$ cat src/rtl/approx_mul_pkg.sv
// Shared types and default widths for the approximate-multiplier datapath
// and its downstream accumulating stages.
package approx_mul_pkg;

  localparam int unsigned PROD_W      = 16;
  localparam int unsigned ACC_W_DEF   = 24;
  localparam int unsigned LEN_W_DEF   = 8;
  localparam int unsigned MAX_LEN_DEF = 255;

  typedef enum logic [1:0] {
    IDLE = 2'd0,
    RUN  = 2'd1,
    HOLD = 2'd2
  } acc_state_t;

endpackage

$ cat src/rtl/sat_add.sv
// Unsigned saturating adder: clamps to all-ones and flags when the true sum
// does not fit in W bits.
module sat_add #(
  parameter int unsigned W = 24
) (
  input  logic [W-1:0] a,
  input  logic [W-1:0] b,
  output logic [W-1:0] sum,
  output logic         ovf
);

  logic [W:0] full;

  always_comb begin
    full = {1'b0, a} + {1'b0, b};
    ovf  = full[W];
    sum  = full[W] ? {W{1'b1}} : full[W-1:0];
  end

endmodule

$ cat src/rtl/prod_accum.sv
// Streaming saturating accumulator of 16-bit products; emits one registered
// sum/count/overflow result per vector closed by in_last or by MAX_LEN beats.
module prod_accum
  import approx_mul_pkg::*;
#(
  parameter int unsigned ACC_W   = ACC_W_DEF,
  parameter int unsigned LEN_W   = LEN_W_DEF,
  parameter int unsigned MAX_LEN = MAX_LEN_DEF
) (
  input  logic              clk,
  input  logic              rst,
  input  logic              in_valid,
  output logic              in_ready,
  input  logic [PROD_W-1:0] in_prod,
  input  logic              in_last,
  output logic              out_valid,
  input  logic              out_ready,
  output logic [ACC_W-1:0]  out_sum,
  output logic [LEN_W-1:0]  out_count,
  output logic              out_ovf
);

  acc_state_t state, state_next;

  logic [ACC_W-1:0] acc;
  logic [LEN_W-1:0] count;
  logic             ovf;

  logic [ACC_W-1:0] add_sum;
  logic             add_ovf;
  logic [LEN_W-1:0] count_inc;
  logic             accept;
  logic             closing;

  sat_add #(.W(ACC_W)) u_sat_add (
    .a   (acc),
    .b   (ACC_W'(in_prod)),
    .sum (add_sum),
    .ovf (add_ovf)
  );

  // Ready is combinational from out_ready so a pop and a refill share one edge.
  assign in_ready  = (state != HOLD) || out_ready;
  assign out_valid = (state == HOLD);
  assign accept    = in_valid && in_ready;
  assign count_inc = count + LEN_W'(1);
  assign closing   = in_last || (count_inc == LEN_W'(MAX_LEN));

  always_ff @(posedge clk or posedge rst) begin
    if (rst) state <= IDLE;
    else     state <= state_next;
  end

  always_comb begin
    state_next = state;
    case (state)
      IDLE, RUN: begin
        if (accept) state_next = closing ? HOLD : RUN;
      end
      HOLD: begin
        if (out_ready) begin
          if (accept) state_next = closing ? HOLD : RUN;
          else        state_next = IDLE;
        end
      end
      default: state_next = IDLE;
    endcase
  end

  // A closing beat moves the running totals into the result registers and
  // clears them, so the next vector always starts from zero.
  always_ff @(posedge clk or posedge rst) begin
    if (rst) begin
      acc       <= '0;
      count     <= '0;
      ovf       <= 1'b0;
      out_sum   <= '0;
      out_count <= '0;
      out_ovf   <= 1'b0;
    end else if (accept) begin
      if (closing) begin
        out_sum   <= add_sum;
        out_count <= count_inc;
        out_ovf   <= ovf | add_ovf;
        acc       <= '0;
        count     <= '0;
        ovf       <= 1'b0;
      end else begin
        acc   <= add_sum;
        count <= count_inc;
        ovf   <= ovf | add_ovf;
      end
    end
  end

endmodule

$ cat config.mk
export PLATFORM = sky130hd
export DESIGN_NAME = prod_accum
export DESIGN_NICKNAME = d
export VERILOG_FILES = /design/src/rtl/approx_mul_pkg.sv /design/src/rtl/sat_add.sv /design/src/rtl/prod_accum.sv
export SDC_FILE = /design/constraint.sdc
export NUM_CORES = 1
export LEC_CHECK = 0
export ABC_AREA = 1
export BUFFER_PORTS_ARGS = -buffer_cell sky130_fd_sc_hd__buf_4
export CELL_PAD_IN_SITES_DETAIL_PLACEMENT = 0
export CELL_PAD_IN_SITES_GLOBAL_PLACEMENT = 1
export CORE_MARGIN = 10
export CORE_UTILIZATION = 39
export CTS_BUF_LIST = sky130_fd_sc_hd__clkbuf_8
export DETAILED_ROUTE_END_ITERATION = 16
export PLACE_DENSITY = 0.78
export REMOVE_ABC_BUFFERS = 1
export SLEW_MARGIN = 15
export SYNTH_ARGS = -nofsm -noshare
export SYNTH_HDL_FRONTEND = slang
export SYNTH_SLANG_ARGS = --single-unit
$ cat constraint.sdc
create_clock -name clk -period 2.25 [get_ports clk]
set_input_delay 0.45 -clock clk [delete_from_list [all_inputs] [get_ports clk]]
set_output_delay 0.45 -clock clk [all_outputs]
set_load 0.05 [all_outputs]
==> impl_metrics.toml, run 1 <==
[timing]
final.setup.tns_ps = 0
worst_pin_slew_ps = 521
setup_ws_ps = 109
slew_viol_final = 0
setup_viol = 0
min_period_ps = 2140
fmax_mhz = 467
skew_ps = 8.55
finalHoldViolCount = 0
max_slew_margin = 0.652
finalCritPeriodShare = 0.951

[placed_design]
place_hpwl_um = 9130
placed_cell_area_mm2 = 0.00505
place_congestion = 0.928
dp_cells = 844
io_buffers = 55
post-place-ws_ps = -122

[global_route]
grt_pass1_wl_um = 20100
grt_max_degree = 50
antenna_found_initial = 0
grt_usage = 0.153
grt_pass1_vias = 4101
grt-ovfl-total = 0

[setup_path]
cpMostUsedCell = "nand2_1"
crit_type = "reg2reg"
cp.required_ps = 2500
arrival_ps = 2390
reg2reg_from = "acc[0]"
crit_fanout = 6
cp-start-kind = "flip-flop"
end_kind = "flip-flop"
slowest_delay_ps = 390
slowest_stage = "dfrtp_1"
startpoint = "acc[0]"
worstPathCellList = "ha_2 > fa_2 > nand2_2 > nand2_1 > nand3_1 > nand2_1 > nand2_1 > nand2_2 > nand2_4 > buf_6 > clkbuf_16 > nand3_1 > nand2_1 > nand2_1"

[yosys]
yosysWarnings = 0
ys_types = 33
syn_area_per_cell_um2 = 6.82
netlist_area_mm2 = 0.00439
yosysSeqAreaShare = 0.387
ys_ff_latch = 68
synthCells = 644

[clock_network]
clockRootBuffer = "clkbuf_8"
cts_tree = "built"
h-tree-depth = 3
cts.reportedPaths.clkPinSlew_ps = 80
clock_latency_ps = 350
cts_buffer_depth = 2
cts_inserted_buffers = 9
clkSinkCount = 68
postCtsHoldBufs = 0

[route]
routed_wl_um = 12200
routedWlPerCell_um = 14.1
drc = 0
dr.pass1.iters = 4
avgViaCountPerCell = 4.77
ant_nets = 0
vias = 4116
drtIter0Drc = 194

[layout]
postLayoutCellArea_mm2 = 0.00540
area_growth_pct = 23.0
n_antenna_cell = 0
final_cells = 863
drive_gt1_frac = 0.188
fin_nets = 758

[worst_hold_path]
hold_path_class = "in2async"

[floorplan]
row_count = 38
core_mm2 = 0.0109
start_util = 0.402
io_pins = 56
dieArea_mm2 = 0.0159
dieWidth_um = 126
die_h_um = 126

[power]
peakVddDrop_mv = 0.765
power_density_mw_per_mm2 = 998
p_total_mw = 5.39
p_leak_nw = 3.04

[job]
cap_violations = 0

[run_status]
outcome = "finished clean"
[cells in the mapped netlist, drive strengths merged]
cell	instances	area [µm²]
nor2	42	165
dfrtp	68	1700
clkinv	1	3.75
o22ai	6	37.5
o21bai	1	7.51
ha	18	225
fa	1	20.0
nor3	3	15.0
buf	10	96.3
inv	90	338
xor2	3	33.8
a21oi	13	76.3
nand2	291	1140
xnor2	1	8.76
clkbuf	2	7.51
or2	4	25.0
and2	1	6.26
nand4	13	81.3
nand3b	1	7.51
o21ai	28	140
nand3	47	253
[cell usage in the layout, fill, tap and decap left out, drive strengths merged, types with 2 or more instances in the layout]
master,n
a21oi,13
buf,74
clkbuf,12
clkinv,2
clkinvlp,3
dfrtp,68
ha,18
inv,90
nand2,291
nand3,47
nand4,13
nor2,42
nor3,3
o21ai,28
o22ai,6
or2,4
xor2,3
[metal layers]
layer	track usage	wire, µm	vias to the layer above	part of all wire
li1	-	-	2143	-
met1	0.194	5630	1893	0.46
met2	0.252	5830	73	0.48
met3	0.0411	611	7	0.050
met4	0.0382	99	0	0.0081
met5	0	0	-	0
[power by group]
part | switching (mW) | internal, mW | leakage [nW] | total, mW
Clock | 0.509 | 0.574 | 0.102 | 1.08
Combinational | 1.74 | 0.861 | 2.04 | 2.60
Sequential | 0.213 | 1.50 | 0.899 | 1.71
[path summary, 6_finish.rpt]
path	to	slack, ps	depth (start not counted)
max in group asynchronous	out_sum[10]	1590	3
min in group clk	state[0]	340	4
min reg2reg	ovf	490	2
min	out_ovf	130	2
max reg2reg	out_sum[5]	110	14
max	out_sum[5]	110	14
[cell families (layout without fill, tap and decap cells)]
group / count (synthesis) / in the layout / synth area share
buf+inv: 103 / 182 / 0.101
flops: 68 / 68 / 0.387
simple gates: 402 / 402 / 0.386
fa+ha+maj: 19 / 19 / 0.0558
compound gates: 48 / 48 / 0.0595
xor+xnor: 4 / 4 / 0.00969
[worst max-delay path, delay by kind of cell (launching register included)]
family	cells	cell delay, ps
flops	1	390
fa+ha+maj	2	550
simple gates	10	830
buf+inv	2	280
[what timing repair did]
action,4_1_cts,5_1_grt
endpoints found under the setup margin,0,41
gates resized for setup,0,25
setup buffers,0,2
[sequential cells by signal, summed over array words and instances (netlist names)]
register and count:
acc 24, out_sum 24, count 8, ovf 1
out_ovf 1, out_count 8, state 2
[cell type report]
cell class,count,area (µm²)
fill,1171,5530
inverter,91,345
tap,140,175
clock inverter,5,58.8
clock buffer,11,151
multi-input combinational,473,2320
sequential,68,1700
timing repair buffer,75,647
[stage by stage]
stage,hold WS (ps),util
after CTS,134,0.481
after floorplan,449,-
after global placement,466,0.462
after detailed placement,466,0.462
final,129,0.494
after global routing,145,0.494
No activity file was read; power rests on OpenSTA's default activity.
==> run 2, diff against run 1 <==
Settings changed: HOLD_SLACK_MARGIN set to 0.06, SYNTH_HIERARCHICAL set to 1.
==> run 2 against run 1 <==
Against the previous run:
- clock-buffer cell count is 2 lower
- final area is 12% higher
- wire length is 7.6% higher
- non-clock buffer count is 12 higher
- highest routed layer unchanged
==> impl_metrics.toml, run 2 <==
[route]
routedWlPerCell_um = 13.1
dr.pass1.iters = 5
drtIter0Drc = 339
drc = 0
avgViaCountPerCell = 4.69
ant_nets = 0
vias = 4690
routed_wl_um = 13100

[floorplan]
dieArea_mm2 = 0.0173
row_count = 40
start_util = 0.400
core_mm2 = 0.0121
dieWidth_um = 132
die_h_um = 132
io_pins = 56

[clock_network]
cts_buffer_depth = 2
clkSinkCount = 68
clock_latency_ps = 370
cts_tree = "built"
cts.reportedPaths.clkPinSlew_ps = 80
h-tree-depth = 3
cts_inserted_buffers = 9
clockRootBuffer = "clkbuf_8"

[yosys]
ys_ff_latch = 68
yosysWarnings = 6
synth_ff_type = "dfrtp_1"
synth_edf_count = 0
async_flop_share = 1.00
syn_area_per_cell_um2 = 6.51
yosysTopAreaCell = "dfrtp_1"
ys_top_cells_by_area = "dfrtp_1 (35%), nand2_1 (25%), inv_1 (8.4%)"
ys_types = 33
netlist.area_leader.share = 0.351
synthCells = 745
synth_commonest_cells = "nand2_1 (318), inv_1 (108), nand3_1 (70), dfrtp_1 (68), nor2_1 (36)"
netlist_area_mm2 = 0.00485
synth.most_common_cell = "nand2_1"
yosysSeqAreaShare = 0.351

[setup_path]
cp.buffers_inverters = 3
arrival_ps = 2440
cpMostUsedCell = "nand2_2"
crit_type = "reg2reg"
end_kind = "flip-flop"
slowest_delay_ps = 410
crit_fanout = 6
cp-start-kind = "flip-flop"
cp.required_ps = 2510
path_delay_family = "simple AND/OR/NAND/NOR gates"
worstPathCellList = "ha_4 > fa_2 > nand2_2 > nand2_2 > and2_4 > nand2_2 > nand2_2 > nand2_2 > inv_2 > nor2_4 > buf_12 > buf_16 > nand3_2 > nand2_1 > o21ai_0"
slowest_stage = "dfrtp_1"

[layout]
area_growth_pct = 25.2
layout_common_cells = "nand2_1 (307), inv_1 (108), buf_4 (78)"
fin_nets = 876
final_common_cell = "nand2_1"
n_antenna_cell = 0
drive_gt1_frac = 0.188
num-fill-cells = 1273
multiInputGateArea_mm2 = 0.00278
postLayoutCellArea_mm2 = 0.00607
largestRegisters = "acc: 24 flops, out_sum: 24 flops"
final-seq-area_mm2 = 0.00170

[timing]
finalCritPeriodShare = 0.971
min_period_ps = 2180
skew_ps = 9.42
setup_ws_ps = 65.1
rsz0062_at_grt = "true"
final.setup.tns_ps = 0
finalHoldViolCount = 0
slew_viol_final = 0
setup_viol = 0
fmax_mhz = 458

[placed_design]
post-place-ws_ps = -142
place_hpwl_um = 10100
place_congestion = 0.878
io_buffers = 55
placed_cell_area_mm2 = 0.00567

[worst_hold_path]
hold_path_class = "in2async"

[power]
power_density_mw_per_mm2 = 1340
p_leak_nw = 3.43
peakVddDrop_mv = 0.608
p_total_mw = 8.17

[global_route]
grt_pass1_vias = 4697
grt_max_degree = 69
grt_usage = 0.158
antenna_found_initial = 0
grt-ovfl-total = 0
grt_pass1_wl_um = 22900

[run_status]
outcome = "finished clean"

[job]
cap_violations = 0
[run 2: area by class of cell]
cell class,instances,area share
multi-input cells,551,0.458
repair buffers,87,0.124
flip-flops and latches,68,0.280
well taps,168,0.0346
clock buffers,9,0.0204
clock inverters,6,0.0134
inverters,111,0.0686
[run 2: worst min-delay path, cell delays in order]
cell and delay [ps]:
buf_4 110, inv_2 60, buf_12 320
[run 2: metal layers]
layer | GRT usage | vias to the layer above | wire length (µm)
met5 | 0 | - | 0
met4 | 0.0643 | 0 | 198
met3 | 0.0320 | 15 | 555
met2 | 0.254 | 63 | 6080
met1 | 0.203 | 2149 | 6270
li1 | - | 2463 | -
[run 2: final timing paths]
| kind | start | to | slack [ps] | cells past startpoint |
|---|---|---|---|---|
| hold / removal | rst | acc[20] | 160 | 3 |
| hold reg to reg | out_sum[22] | out_sum[22] | 470 | 2 |
| setup / recovery | acc[0] | acc[16] | 70 | 15 |
| max in group asynchronous | rst | acc[2] | 1780 | 3 |
| min in group clk | in_valid | state[0] | 280 | 2 |
| setup reg to reg | acc[0] | acc[16] | 70 | 15 |
[run 2: through the flow]
| step | hold slack, ps | util | cells |
|---|---|---|---|
| 2_1_floorplan | 459 | - | 730 |
| 3_3_place_gp | 456 | 0.468 | 982 |
| 3_5_place_dp | 460 | 0.468 | 982 |
| 4_1_cts | 154 | 0.489 | 1000 |
| 5_1_grt | 167 | 0.501 | 1000 |
| 6_report | 155 | 0.501 | 1000 |
[run 2: report_power, final]
group	internal, mW	leakage [nW]	switching [mW]
combinational	1.87	2.46	3.26
sequential	1.67	0.868	0.275
clock	0.610	0.106	0.486
[run 2: what timing repair did]
item	CTS	global route
resized for setup	1	47
buffers inserted	2	2
cloned	1	0
endpoints found under the hold margin	0	0
setup endpoints to repair	2	48
hold buffers	0	0
pin swaps	1	14
[run 2: kinds of logic (layout without fill, tap and decap cells)]
logic type / Yosys count / in the layout / synth area share
xor gates and xnor gates: 9 / 9 / 0.0163
DFF: 68 / 68 / 0.351
AOI/OAI and AO/OA: 51 / 51 / 0.0550
and+or+nand+nor: 456 / 456 / 0.393
buffers and inverters: 133 / 213 / 0.113
adders and majority gates: 27 / 27 / 0.0712
other: 1 / 8 / 0.000773
==> run 3, diff against run 2 <==
Settings changed: CORE_UTILIZATION 39 to 46, PLACE_DENSITY 0.78 to 0.86.
Clock period 2.25 ns to 2.7 ns, I/O delays scaled along.
==> run 3 against run 2 <==
Against the previous run:
- final area down 6.4%
- maximum frequency fell by 8.7%
- critical path depth fell by 1
- total power shrank 21%
- combinational power is 26% lower
- clock skew up 6.5 ps
- first-iteration DRC count is 6.5% higher
- global-route usage up 2.6 points
- register-to-register slack better by 240 ps
- core utilization rose by 5.2 points
- via count fell by 0.68%
- critical endpoint is now acc[20]
==> impl_metrics.toml, run 3 (synthesis results as in run 2) <==
[clock_network]
h-tree-depth = 3
cts_resized = 0
clock_latency_ps = 360
clockRootBuffer = "clkbuf_8"
cts_tree = "built"
cts_buffer_depth = 2
cts.reportedPaths.clkPinSlew_ps = 80
clkSinkCount = 68
postCtsSetupBuffers = 0
postCtsHoldBufs = 0
cts_inserted_buffers = 9

[layout]
layout_common_cells = "nand2_1 (318), inv_1 (107), nand3_1 (70)"
fin_nets = 856
largestRegisters = "acc: 24 flops, out_sum: 24 flops"
final_common_cell = "nand2_1"
postLayoutCellArea_mm2 = 0.00568
n_antenna_cell = 0
drive_gt1_frac = 0.128
utilization = 0.553
area_growth_pct = 17.2

[power]
power_density_mw_per_mm2 = 1140
pwr-share-clk = 0.161
p_leak_nw = 3.28
pwr-share-seq = 0.250
switching_share = 0.498
comb_power_share = 0.589
p_sw_mw = 3.21
peakVddDrop_mv = 0.573
p_int_mw = 3.24

[timing]
fmax_mhz = 418
setup_ws_ps = 306
min_period_ps = 2390
finalHoldViolCount = 0
slew_viol_final = 0
skew_ps = 15.9
setup_viol = 0
rsz0062_at_grt = "false"
finalCritPeriodShare = 0.887

[worst_hold_path]
hold_path_class = "in2async"

[global_route]
grt_max_degree = 69
antenna_found_initial = 0
grt_usage = 0.185
grt_pass1_wl_um = 22400
grt-ovfl-total = 0
grt_pass1_vias = 4469

[route]
ant_nets = 0
vias = 4658
avgViaCountPerCell = 4.91
dr.pass1.iters = 5
drc = 0
drtIter0Drc = 361
routed_wl_um = 13100
routedWlPerCell_um = 13.8

[floorplan]
io_pins = 56
row_count = 37
die_h_um = 123
dieWidth_um = 123
start_util = 0.472
dieArea_mm2 = 0.0150
core_mm2 = 0.0103

[setup_path]
cp-start-kind = "flip-flop"
end_kind = "flip-flop"
crit_type = "reg2reg"
worstPathCellList = "ha_1 > fa_1 > nand2_1 > nand2_1 > and2_4 > nand2_2 > nand2_2 > nand2_2 > inv_2 > nor2_4 > buf_4 > nand3_1 > nand2_1 > o21ai_0"
arrival_ps = 2620
cp.buffers_inverters = 2
slowest_delay_ps = 420
slowest_stage = "fa_1"
cp.required_ps = 2930
path_delay_family = "simple AND/OR/NAND/NOR gates"
crit_fanout = 11

[placed_design]
place_congestion = 0.943
placed_cell_area_mm2 = 0.00544
post-place-ws_ps = 76.5
place_hpwl_um = 9900
io_buffers = 55

[job]
cap_violations = 0

[run_status]
outcome = "finished clean"
## run 3: area by class of cell
cell class	count	area, µm²
fillers	1051	4590
multi-input cells	551	2630
flip-flops and latches	68	1700
repair buffers	67	528
inverters	111	417
well taps	136	170
clock buffers	12	165
clock inverters	4	77.6
## run 3: tightest hold or removal path: cells and delay by family
| kind | cells | cell delay, ps |
|---|---|---|
| buffers and inverters | 3 | 490 |
## run 3: path summary, 6_finish.rpt
check / startpoint / to / slack, ps / cells after the start
min: rst / out_count[7] / 260 / 3
max: acc[0] / acc[20] / 310 / 14
min in group clk: in_valid / state[0] / 390 / 2
max reg2reg: acc[0] / acc[20] / 310 / 14
max in group asynchronous: rst / out_sum[0] / 2140 / 3
min reg2reg: out_count[3] / out_count[3] / 470 / 2
## run 3: routing by layer
metal / wire length (µm) / track usage
met2: 5920 / 0.287
met4: 196 / 0.0545
met3: 627 / 0.0390
met1: 6390 / 0.252
met5: 0 / 0
## run 3: power groups by stage
stage | registers (mW) | clock network (mW) | logic [mW]
floorplan | 2.27 | 0 | 2.10
global placement | 1.63 | 0 | 3.75
detailed placement | 1.64 | 0 | 3.79
CTS | 1.62 | 1.06 | 3.80
global route | 1.67 | 1.11 | 4.32
finish | 1.62 | 1.04 | 3.80
## run 3: per-stage QoR
step | setup TNS [ps] | hold WS, ps | power, mW | instances
after floorplan | -26150 | 459 | 4.37 | 730
after CTS | 0 | 266 | 6.49 | 949
after global placement | 0 | 455 | 5.38 | 933
after global routing | 0 | 270 | 7.10 | 949
final | 0 | 257 | 6.46 | 949
after detailed placement | 0 | 460 | 5.42 | 933
